<file path="src/rtl/cosim_step_sequencer_if.sv">
// Bundles retire-stage write reports, the step request/ack pair and the comparator beat stream.
// The slave modport is the sequencer's view; the master modport is its environment's view.
interface cosim_step_sequencer_if #(
  parameter int NumPorts = 2,
  parameter int KeyW     = 64,
  parameter int ValW     = 128,
  parameter int CntW     = 5
);
  logic [NumPorts-1:0]      wr_valid_i;
  logic [NumPorts*KeyW-1:0] wr_key_i;
  logic [NumPorts*ValW-1:0] wr_value_i;
  logic                     wr_ready_o;
  logic                     retire_valid_i;
  logic                     retire_ready_o;
  logic                     step_req_o;
  logic                     step_ack_i;
  logic                     cmp_valid_o;
  logic                     cmp_ready_i;
  logic [KeyW-1:0]          cmp_key_o;
  logic [ValW-1:0]          cmp_value_o;
  logic                     cmp_last_o;
  logic [CntW-1:0]          cmp_count_o;
  logic                     overflow_o;
  logic                     timeout_o;
  logic                     busy_o;

  modport slave (
    input  wr_valid_i, wr_key_i, wr_value_i, retire_valid_i, step_ack_i, cmp_ready_i,
    output wr_ready_o, retire_ready_o, step_req_o, cmp_valid_o, cmp_key_o, cmp_value_o,
           cmp_last_o, cmp_count_o, overflow_o, timeout_o, busy_o
  );

  modport master (
    output wr_valid_i, wr_key_i, wr_value_i, retire_valid_i, step_ack_i, cmp_ready_i,
    input  wr_ready_o, retire_ready_o, step_req_o, cmp_valid_o, cmp_key_o, cmp_value_o,
           cmp_last_o, cmp_count_o, overflow_o, timeout_o, busy_o
  );
endinterface

</file>
<file path="src/rtl/cosim_step_sequencer.sv">
// Batches register-write reports per retired instruction, requests one model step, then drains the batch in order.
// Retire->step_req 1 cycle, ack->first beat 1 cycle; reports stall during STEP/DRAIN, beats hold while cmp_ready_i=0.
module cosim_step_sequencer #(
  parameter int NumPorts         = 2,
  parameter int CommitLogEntries = 16,
  parameter int KeyW             = 64,
  parameter int ValW             = 128,
  parameter int TimeoutCycles    = 1024
) (
  input  logic                   clk_i,
  input  logic                   rst_ni,
  cosim_step_sequencer_if.slave  bus
);

  localparam int CntW  = $clog2(CommitLogEntries + 1);
  localparam int AddrW = (CommitLogEntries > 1) ? $clog2(CommitLogEntries) : 1;
  localparam int TmoW  = (TimeoutCycles > 1) ? $clog2(TimeoutCycles) : 1;
  localparam logic [CntW-1:0] Depth   = CntW'(CommitLogEntries);
  localparam logic [TmoW-1:0] TmoLast = TmoW'(TimeoutCycles - 1);

  typedef enum logic [1:0] {COLLECT, STEP, DRAIN} state_e;

  state_e              r_state;
  state_e              w_state_nxt;
  logic [KeyW-1:0]     r_key_mem [CommitLogEntries];
  logic [ValW-1:0]     r_val_mem [CommitLogEntries];
  logic [CntW-1:0]     r_count;
  logic [CntW-1:0]     r_rptr;
  logic [CntW-1:0]     r_cmp_count;
  logic [TmoW-1:0]     r_tmo;
  logic                r_overflow;
  logic                r_timeout;
  logic [CntW-1:0]     w_count_nxt;
  logic [NumPorts-1:0] w_wr_en;
  logic [AddrW-1:0]    w_wr_idx [NumPorts];
  logic                w_drop;
  logic                w_wr_ready;
  logic                w_retire_ready;
  logic                w_step_req;
  logic                w_cmp_valid;
  logic                w_retire_hs;
  logic                w_cmp_hs;
  logic                w_last;
  logic                w_tmo_hit;
  logic                w_have_item;

  assign w_tmo_hit   = (r_state == STEP) && (r_tmo == TmoLast);
  assign w_last      = (r_count == '0) || ((r_rptr + CntW'(1)) == r_count);
  assign w_have_item = (r_state == DRAIN) && (r_count != '0);
  assign w_retire_hs = w_retire_ready && bus.retire_valid_i;
  assign w_cmp_hs    = w_cmp_valid && bus.cmp_ready_i;

  always_ff @(posedge clk_i or negedge rst_ni) begin
    if (!rst_ni) begin
      r_state <= COLLECT;
    end else begin
      r_state <= w_state_nxt;
    end
  end

  always_comb begin
    w_state_nxt    = r_state;
    w_wr_ready     = 1'b0;
    w_retire_ready = 1'b0;
    w_step_req     = 1'b0;
    w_cmp_valid    = 1'b0;
    unique case (r_state)
      COLLECT: begin
        w_wr_ready     = 1'b1;
        w_retire_ready = 1'b1;
        if (bus.retire_valid_i) w_state_nxt = STEP;
      end
      STEP: begin
        w_step_req = 1'b1;
        if (bus.step_ack_i || w_tmo_hit) w_state_nxt = DRAIN;
      end
      DRAIN: begin
        w_cmp_valid = 1'b1;
        if (bus.cmp_ready_i && w_last) w_state_nxt = COLLECT;
      end
      default: w_state_nxt = COLLECT;
    endcase
  end

  // Ports claim consecutive slots in ascending order; whatever does not fit is dropped.
  always_comb begin
    w_count_nxt = r_count;
    w_drop      = 1'b0;
    w_wr_en     = '0;
    for (int p = 0; p < NumPorts; p++) begin
      w_wr_idx[p] = '0;
      if (w_wr_ready && bus.wr_valid_i[p]) begin
        if (w_count_nxt < Depth) begin
          w_wr_en[p]  = 1'b1;
          w_wr_idx[p] = w_count_nxt[AddrW-1:0];
          w_count_nxt = w_count_nxt + CntW'(1);
        end else begin
          w_drop = 1'b1;
        end
      end
    end
  end

  always_ff @(posedge clk_i) begin
    for (int p = 0; p < NumPorts; p++) begin
      if (w_wr_en[p]) begin
        r_key_mem[w_wr_idx[p]] <= bus.wr_key_i[p*KeyW +: KeyW];
        r_val_mem[w_wr_idx[p]] <= bus.wr_value_i[p*ValW +: ValW];
      end
    end
  end

  always_ff @(posedge clk_i or negedge rst_ni) begin
    if (!rst_ni) begin
      r_count     <= '0;
      r_rptr      <= '0;
      r_cmp_count <= '0;
      r_tmo       <= '0;
      r_overflow  <= 1'b0;
      r_timeout   <= 1'b0;
    end else begin
      r_count <= w_count_nxt;
      if (w_drop) r_overflow <= 1'b1;
      if (w_retire_hs) r_cmp_count <= w_count_nxt;
      if ((r_state == STEP) && !bus.step_ack_i && !w_tmo_hit) begin
        r_tmo <= r_tmo + TmoW'(1);
      end else begin
        r_tmo <= '0;
      end
      if (w_tmo_hit && !bus.step_ack_i) r_timeout <= 1'b1;
      if (w_cmp_hs) begin
        if (w_last) begin
          r_rptr  <= '0;
          r_count <= '0;
        end else begin
          r_rptr <= r_rptr + CntW'(1);
        end
      end
    end
  end

  assign bus.wr_ready_o     = w_wr_ready;
  assign bus.retire_ready_o = w_retire_ready;
  assign bus.step_req_o     = w_step_req;
  assign bus.cmp_valid_o    = w_cmp_valid;
  assign bus.cmp_last_o     = w_cmp_valid && w_last;
  // An empty batch still yields one all-zero beat, so data is masked rather than read from stale slots.
  assign bus.cmp_key_o      = w_have_item ? r_key_mem[r_rptr[AddrW-1:0]] : '0;
  assign bus.cmp_value_o    = w_have_item ? r_val_mem[r_rptr[AddrW-1:0]] : '0;
  assign bus.cmp_count_o    = r_cmp_count;
  assign bus.overflow_o     = r_overflow;
  assign bus.timeout_o      = r_timeout;
  assign bus.busy_o         = (r_state != COLLECT);

endmodule

</file>
<file path="src/flat_wrapper.sv">
// flat-port wrapper written by rule: the top's interface ports become plain ports
module cosim_step_sequencer_flat 
#(
  parameter int NumPorts         = 2,
  parameter int CommitLogEntries = 16,
  parameter int KeyW             = 64,
  parameter int ValW             = 128,
  parameter int TimeoutCycles    = 1024
)
  (clk_i, rst_ni, bus_wr_valid_i, bus_wr_key_i, bus_wr_value_i, bus_retire_valid_i, bus_step_ack_i, bus_cmp_ready_i, bus_wr_ready_o, bus_retire_ready_o, bus_step_req_o, bus_cmp_valid_o, bus_cmp_key_o, bus_cmp_value_o, bus_cmp_last_o, bus_cmp_count_o, bus_overflow_o, bus_timeout_o, bus_busy_o);
  cosim_step_sequencer_if #(.NumPorts(NumPorts), .KeyW(KeyW), .ValW(ValW), .CntW(5)) bus_i ();
  input  logic clk_i;
  input  logic rst_ni;
  input wire logic [$bits(bus_i.wr_valid_i)-1:0] bus_wr_valid_i;
  input wire logic [$bits(bus_i.wr_key_i)-1:0] bus_wr_key_i;
  input wire logic [$bits(bus_i.wr_value_i)-1:0] bus_wr_value_i;
  input wire logic [$bits(bus_i.retire_valid_i)-1:0] bus_retire_valid_i;
  input wire logic [$bits(bus_i.step_ack_i)-1:0] bus_step_ack_i;
  input wire logic [$bits(bus_i.cmp_ready_i)-1:0] bus_cmp_ready_i;
  output wire logic [$bits(bus_i.wr_ready_o)-1:0] bus_wr_ready_o;
  output wire logic [$bits(bus_i.retire_ready_o)-1:0] bus_retire_ready_o;
  output wire logic [$bits(bus_i.step_req_o)-1:0] bus_step_req_o;
  output wire logic [$bits(bus_i.cmp_valid_o)-1:0] bus_cmp_valid_o;
  output wire logic [$bits(bus_i.cmp_key_o)-1:0] bus_cmp_key_o;
  output wire logic [$bits(bus_i.cmp_value_o)-1:0] bus_cmp_value_o;
  output wire logic [$bits(bus_i.cmp_last_o)-1:0] bus_cmp_last_o;
  output wire logic [$bits(bus_i.cmp_count_o)-1:0] bus_cmp_count_o;
  output wire logic [$bits(bus_i.overflow_o)-1:0] bus_overflow_o;
  output wire logic [$bits(bus_i.timeout_o)-1:0] bus_timeout_o;
  output wire logic [$bits(bus_i.busy_o)-1:0] bus_busy_o;
  assign bus_i.wr_valid_i = bus_wr_valid_i;
  assign bus_i.wr_key_i = bus_wr_key_i;
  assign bus_i.wr_value_i = bus_wr_value_i;
  assign bus_i.retire_valid_i = bus_retire_valid_i;
  assign bus_i.step_ack_i = bus_step_ack_i;
  assign bus_i.cmp_ready_i = bus_cmp_ready_i;
  assign bus_wr_ready_o = bus_i.wr_ready_o;
  assign bus_retire_ready_o = bus_i.retire_ready_o;
  assign bus_step_req_o = bus_i.step_req_o;
  assign bus_cmp_valid_o = bus_i.cmp_valid_o;
  assign bus_cmp_key_o = bus_i.cmp_key_o;
  assign bus_cmp_value_o = bus_i.cmp_value_o;
  assign bus_cmp_last_o = bus_i.cmp_last_o;
  assign bus_cmp_count_o = bus_i.cmp_count_o;
  assign bus_overflow_o = bus_i.overflow_o;
  assign bus_timeout_o = bus_i.timeout_o;
  assign bus_busy_o = bus_i.busy_o;
  cosim_step_sequencer #(.NumPorts(NumPorts), .CommitLogEntries(CommitLogEntries), .KeyW(KeyW), .ValW(ValW), .TimeoutCycles(TimeoutCycles)) u_core (.clk_i(clk_i), .rst_ni(rst_ni), .bus(bus_i));
endmodule
</file>
<file path="config.mk">
export PLATFORM = sky130hd
export DESIGN_NAME = cosim_step_sequencer_flat
export DESIGN_NICKNAME = d
export VERILOG_FILES = /design/src/rtl/cosim_step_sequencer_if.sv /design/src/rtl/cosim_step_sequencer.sv /design/src/flat_wrapper.sv
export SDC_FILE = /design/constraint.sdc
export NUM_CORES = 2
export LEC_CHECK = 0
export CAP_MARGIN = 20
export CORE_MARGIN = 2
export CORE_UTILIZATION = 40
export DETAILED_ROUTE_END_ITERATION = 16
export MAX_ROUTING_LAYER = met4
export PLACE_DENSITY = 0.68
export SLEW_MARGIN = 15
export SYNTH_ARGS = -nofsm -noshare
export SYNTH_HDL_FRONTEND = slang
export SYNTH_SLANG_ARGS = --single-unit
</file>
<file path="constraint.sdc">
create_clock -name clk_i -period 38.5 [get_ports clk_i]
set_clock_uncertainty 0.1 [all_clocks]
set_input_delay 7.7 -clock clk_i [delete_from_list [all_inputs] [get_ports clk_i]]
set_output_delay 7.7 -clock clk_i [all_outputs]
set_load 0.05 [all_outputs]
</file>
# After elaboration in Yosys (flattened, before gate mapping)
# Memory sizes are Yosys's and may differ from the RTL's.
# Index checks and enable logic that the tools add are counted.
totals:
  rom_bits: 0
  ff_bits: 29
  output_inout_bits: 205
  latchBits: 0
  mem_count: 2
  input_bits: 391
  ram_bits: 3072
classes:
  n_bitwise: 0
  mul: 0
  magnitude_cmp: 2
  n_shift: 0
  n_div: 0
  addsub: 4
  eq_ne: 7
  mux: 33
  reduce_logical: 20
memory_table:
  columns: ["memory", "depth", "width", "rd", "rd_ports_with_merged_regs", "write_ports", "line", "rtl"]
  rows:
  - ["u_core.r_val_mem", 16, 128, 1, 0, 2, "cosim_step_sequencer.sv:26", "logic [ValW-1:0] r_val_mem [CommitLogEntries];"]
  - ["u_core.r_key_mem", 16, 64, 1, 0, 2, "cosim_step_sequencer.sv:25", "logic [KeyW-1:0] r_key_mem [CommitLogEntries];"]
ops:
  columns: ["op", "n"]
  rows:
  - ["$mux 128", 1]
  - ["$mux 64", 1]
  - ["$mux 5", 7]
  - ["$mux 4", 4]
  - ["$add 5x1->5 const B", 3]
  - ["$mux 1", 15]
  - ["$logic_and 1x1->1", 11]
  - ["$add 10x1->10 const B", 1]
  - ["$eq 10x10->1 const B", 1]
  - ["$lt 5x5->1 const B", 2]
  - ["$mux 10", 1]
  - ["$mux 2", 3]
  - ["$ne 2x2->1 const B", 3]
  - ["$pmux 2 s3", 1]
  - ["$eq 5x5->1", 1]
  - ["$logic_not 5->1", 1]
  - ["$reduce_bool 5->1", 1]
  - ["$reduce_and 3->1", 1]
  - ["$eq 2x1->1 const B", 1]
  - ["$eq 2x2->1 const B", 1]
  - ["$logic_not 1->1", 2]
  - ["$logic_not 2->1", 1]
  - ["$logic_or 1x1->1", 2]
  - ["$reduce_bool 2->1", 1]

# Logic depth before layout (Yosys ltp)
logic_depth:
  word_depth: 9
  ltp_mapped: 13
  depth_no_buf: 9

# Worst setup path before layout
# No wires, ideal clock.
synth_timing:
  path_type: "input-to-reg"
  from: "input port bus_wr_valid_i[0]"
  to: "memory u_core.r_key_mem[0][0], enable pin"
  path_buffers: 1
  setup_time_ns: 1.049
  arrival_time_ns: 23.271
  setup_slack_ns: 14.081
  cell_stages: 9
  cell_sequence: "nor3b_1 -> buf_2 -> nor2_1 -> a21oi_1 -> inv_1 -> ha_1 -> nor2_1 -> nand3_1 -> a221oi_1"
synth_lines:
  columns: ["item", "line", "rtl"]
  rows:
  - ["start, declared", "flat_wrapper.sv:14", "input wire logic [$bits(bus_i.wr_valid_i)-1:0] bus_wr_valid_i;"]
  - ["end, declared", "cosim_step_sequencer.sv:25", null]

# Worst setup path after layout
layout_timing:
  from: "register u_core.r_rptr[1]"
  to: "output port bus_cmp_value_o[13]"
layout_via:
  elab_chain_len: 2
layout_rtl:
  columns: ["item", "line", "rtl"]
  rows:
  - ["start, declared", "cosim_step_sequencer.sv:28", "logic [CntW-1:0] r_rptr;"]
  - ["start signal, assigned", "cosim_step_sequencer.sv:136", "r_rptr <= r_rptr + CntW'(1);"]
  - ["$mem_v2 16x128", null, null]
  - ["$mux 128", "cosim_step_sequencer.sv:149", "assign bus.cmp_value_o = w_have_item ? r_val_mem[r_rptr[AddrW-1:0]] : '0;"]
  - ["end, declared", "flat_wrapper.sv:25", "output wire logic [$bits(bus_i.cmp_value_o)-1:0] bus_cmp_value_o;"]
# No other way between the ends.

==> results.cfg <==
[grt]
grt_pass1_vias = 91300
grt_use_met3_pct = 3.88
grt_antenna_before_repair = 178
grt_pass1_wl_mm = 691
grt.total_usage_pct = 24.9
top_usage_layer = met2
met2_usage_pct = 41.4
use_met1_pct = 30.5
grt_max_degree = 153
grt-ovfl-total = 0

[clock_network]
clk_latency_ns = 0.93
h-tree-depth = 5
numCtsBuffers = 353
cts-root-buf = clkbuf_16
post-cts-setup-buffers = 0
tritoncts = done
cts.sinks = 3101
cts.clk_slew.worst_paths_ns = 0.06
cts_buffer_depth = 4
cts_hold_buf = 0
post_cts_resized = 0

[timing]
tightestPinTransition_ns = 1.22
max_slew_margin_pct = 18.4
fmax_ghz = 0.0662
min_period_ns = 15.11
rsz0062_at_grt = false
drv_slew = 0
holdWs_ns = 0.351
finalSetupTns_ns = 0
fin_ws_ns = 23.39
hold_violations = 0
fin_crit_sh_pct = 39.2
setup_viol = 0

[synthesis]
synth_seq_area_share_pct = 59.4
ys_async_sr_fraction_pct = 0.935
synth_edf_count = 3072
yosysMostFrequentCell = edfxtp_1
yosysWarningCount = 0
synth_area_leaders = edfxtp_1 (59%), mux2_2 (21%), mux4_2 (14%)
synth_top_cell_by_area = edfxtp_1
syn_nets = 8942
avgSynthCellArea_um2 = 18.3
ys_ff_latch = 3101
netlist_top_cells_count = edfxtp_1 (3072), mux2_2 (2892), mux4_2 (960), clkbuf_1 (643), buf_2 (241)
yosysTopAreaCellShare_pct = 58.9
netlist_area_mm2 = 0.157
ys_types = 50
synthCells = 8544
synth_flop_cell = edfxtp_1

[power_and_ir_drop]
ir_worst_vdd_mv = 0.0518
leakagePower_nw = 56.9
powerDensity_mw_per_mm2 = 63.3

[route]
vias = 87700
post_drt_via_cell_ratio = 6.14
drt-pass1-iter-count = 7
avgRoutedWirePerCell_um = 34.3
drcViolationCount = 0
detail-route-antenna-nets = 0
first_iter_violations = 10600
totalWireLength_mm = 490

[floorplanning]
core_area_mm2 = 0.389
start_util_pct = 40.2
dieWidth_um = 630
die-area_mm2 = 0.397
rows = 229
num_io_pins = 596
die_height_um = 630

[placement]
port_buffers = 595
dpl.hpwl_mm = 264
placed_area_mm2 = 0.167
place_congestion = 0.831
pre_cts_slack_ns = 23.95

[worst_setup_path]
crit_family = buffers and inverters
slowest_stage = buf_4
cp_common_cell = buf_4
critPathMaxFanout = 60
crit_type = flop to output pin
max_stage_delay_ns = 0.96
cp_cell_sequence = buf_4 > buf_4 > buf_4 > buf_4 > mux4_2 > mux4_2 > and3_1 > clkdlybuf4s50_1
endpoint_kind = output pin
critPathRequiredTime_ns = 30.70
critPathLaunchType = flop
critPathBufInv = 5
crit_arrival_ns = 7.31

[flow_run]
max-cap-violations = 0

[run_status]
outcome = complete, no violations

[finish]
drive_gt1_share_pct = 52.9
area_growth_pct = 13.7
nNetsFinal = 9095
fin_area_mm2 = 0.178
fillers = 32700

[hold_path]
min_path_type = flop to flop
-- routing by layer --
layer	routed length (um)	up-vias
met1	187000	47400
met5	0	-
li1	-	35200
met2	249000	4181
met4	18200	0
met3	35400	927
-- final timing paths --
| kind | from | cells past startpoint | end | slack (ns) |
|---|---|---|---|---|
| setup / recovery | u_core.r_rptr[1] | 8 | bus_cmp_value_o[13] | 23.39 |
| hold / removal | u_core.bus.overflow_o | 1 | u_core.bus.overflow_o | 0.35 |
| setup reg to reg | u_core.r_state[0] | 12 | u_core.r_val_mem[1][63] | 31.58 |
| hold reg to reg | u_core.bus.overflow_o | 1 | u_core.bus.overflow_o | 0.35 |
| max in group asynchronous | rst_ni | 2 | u_core.r_rptr[3] | 30.90 |
| min in group asynchronous | rst_ni | 2 | u_core.r_tmo[8] | 7.06 |
-- cells by family after synthesis --
logic type / Yosys count / share of synthesized area, %
muxes: 4032 / 36.3
DFF: 3101 / 59.4
buffers and inverters: 1008 / 2.75
and+or+nand+nor: 322 / 1.20
AOI/OAI and AO/OA: 57 / 0.236
xor gates and xnor gates: 17 / 0.0951
adders and majority gates: 7 / 0.0559
-- final cells by class --
class                   instances  area [um^2]  area share [%]
clock inverters               184         1560           0.876
diodes                        117          293           0.164
inverters                      12         45.0          0.0253
clock buffers                 442         9330            5.24
flip-flops and latches       3101        93000            52.2
multi-input cells            4435        59600            33.5
well taps                    5197         6500            3.65
repair buffers                794         7740            4.35
-- flip-flops by register name, indices dropped and copies added, names as in the netlist --
register and flops:
u_core.r_rptr 5, u_core.r_count 5, u_core.r_state 2, u_core.r_key_mem 1024, u_core.r_val_mem 2048, u_core.bus.cmp_count_o 5
u_core.r_tmo 10, u_core.bus.overflow_o 1, u_core.bus.timeout_o 1
-- layout by cell type (no fill, tap or decap), types with 11 or more instances in the layout --
| cell type | instances |
|---|---|
| and3_1 | 198 |
| buf_12 | 17 |
| buf_4 | 177 |
| bufinv_16 | 23 |
| clkbuf_1 | 80 |
| clkbuf_16 | 359 |
| clkdlybuf4s50_1 | 595 |
| clkinv_1 | 79 |
| clkinv_2 | 53 |
| dfrtp_1 | 25 |
| diode_2 | 117 |
| edfxtp_1 | 3072 |
| inv_1 | 11 |
| mux2_2 | 2892 |
| mux2_4 | 180 |
| mux4_2 | 960 |
| nand2_1 | 24 |
| nand3_1 | 12 |
| nor2_1 | 28 |
| o21ai_0 | 16 |
-- power by group --
part / internal [mW] / total (mW) / switching [mW]
clock network: 1.86 / 3.25 / 1.38
registers: 4.15 / 4.26 / 0.116
logic: 1.60 / 3.77 / 2.18
total: 7.61 / 11.3 / 3.67
-- through the flow --
stage	total power [mW]	std cells	util (%)
finish	11.3	14300	45.7
global route	11.6	14300	45.7
detailed placement	8.12	13500	42.8
global placement	8.07	13500	42.8
floorplan	6.92	8544	-
CTS	11.3	14200	45.6
-- worst reg2reg max path, cell delays in order, from the launching register on --
cell     delay [ns]
dfrtp_1        0.49
nor3b_1        0.65
buf_2          0.31
a21oi_1        0.17
inv_1          0.15
ha_1           0.30
nand2_1        0.22
nor3_2         0.34
buf_12         0.55
or2_4          0.68
buf_4          0.83
buf_4          0.81
buf_4          0.85
No activity file was read; power rests on OpenSTA's default activity.
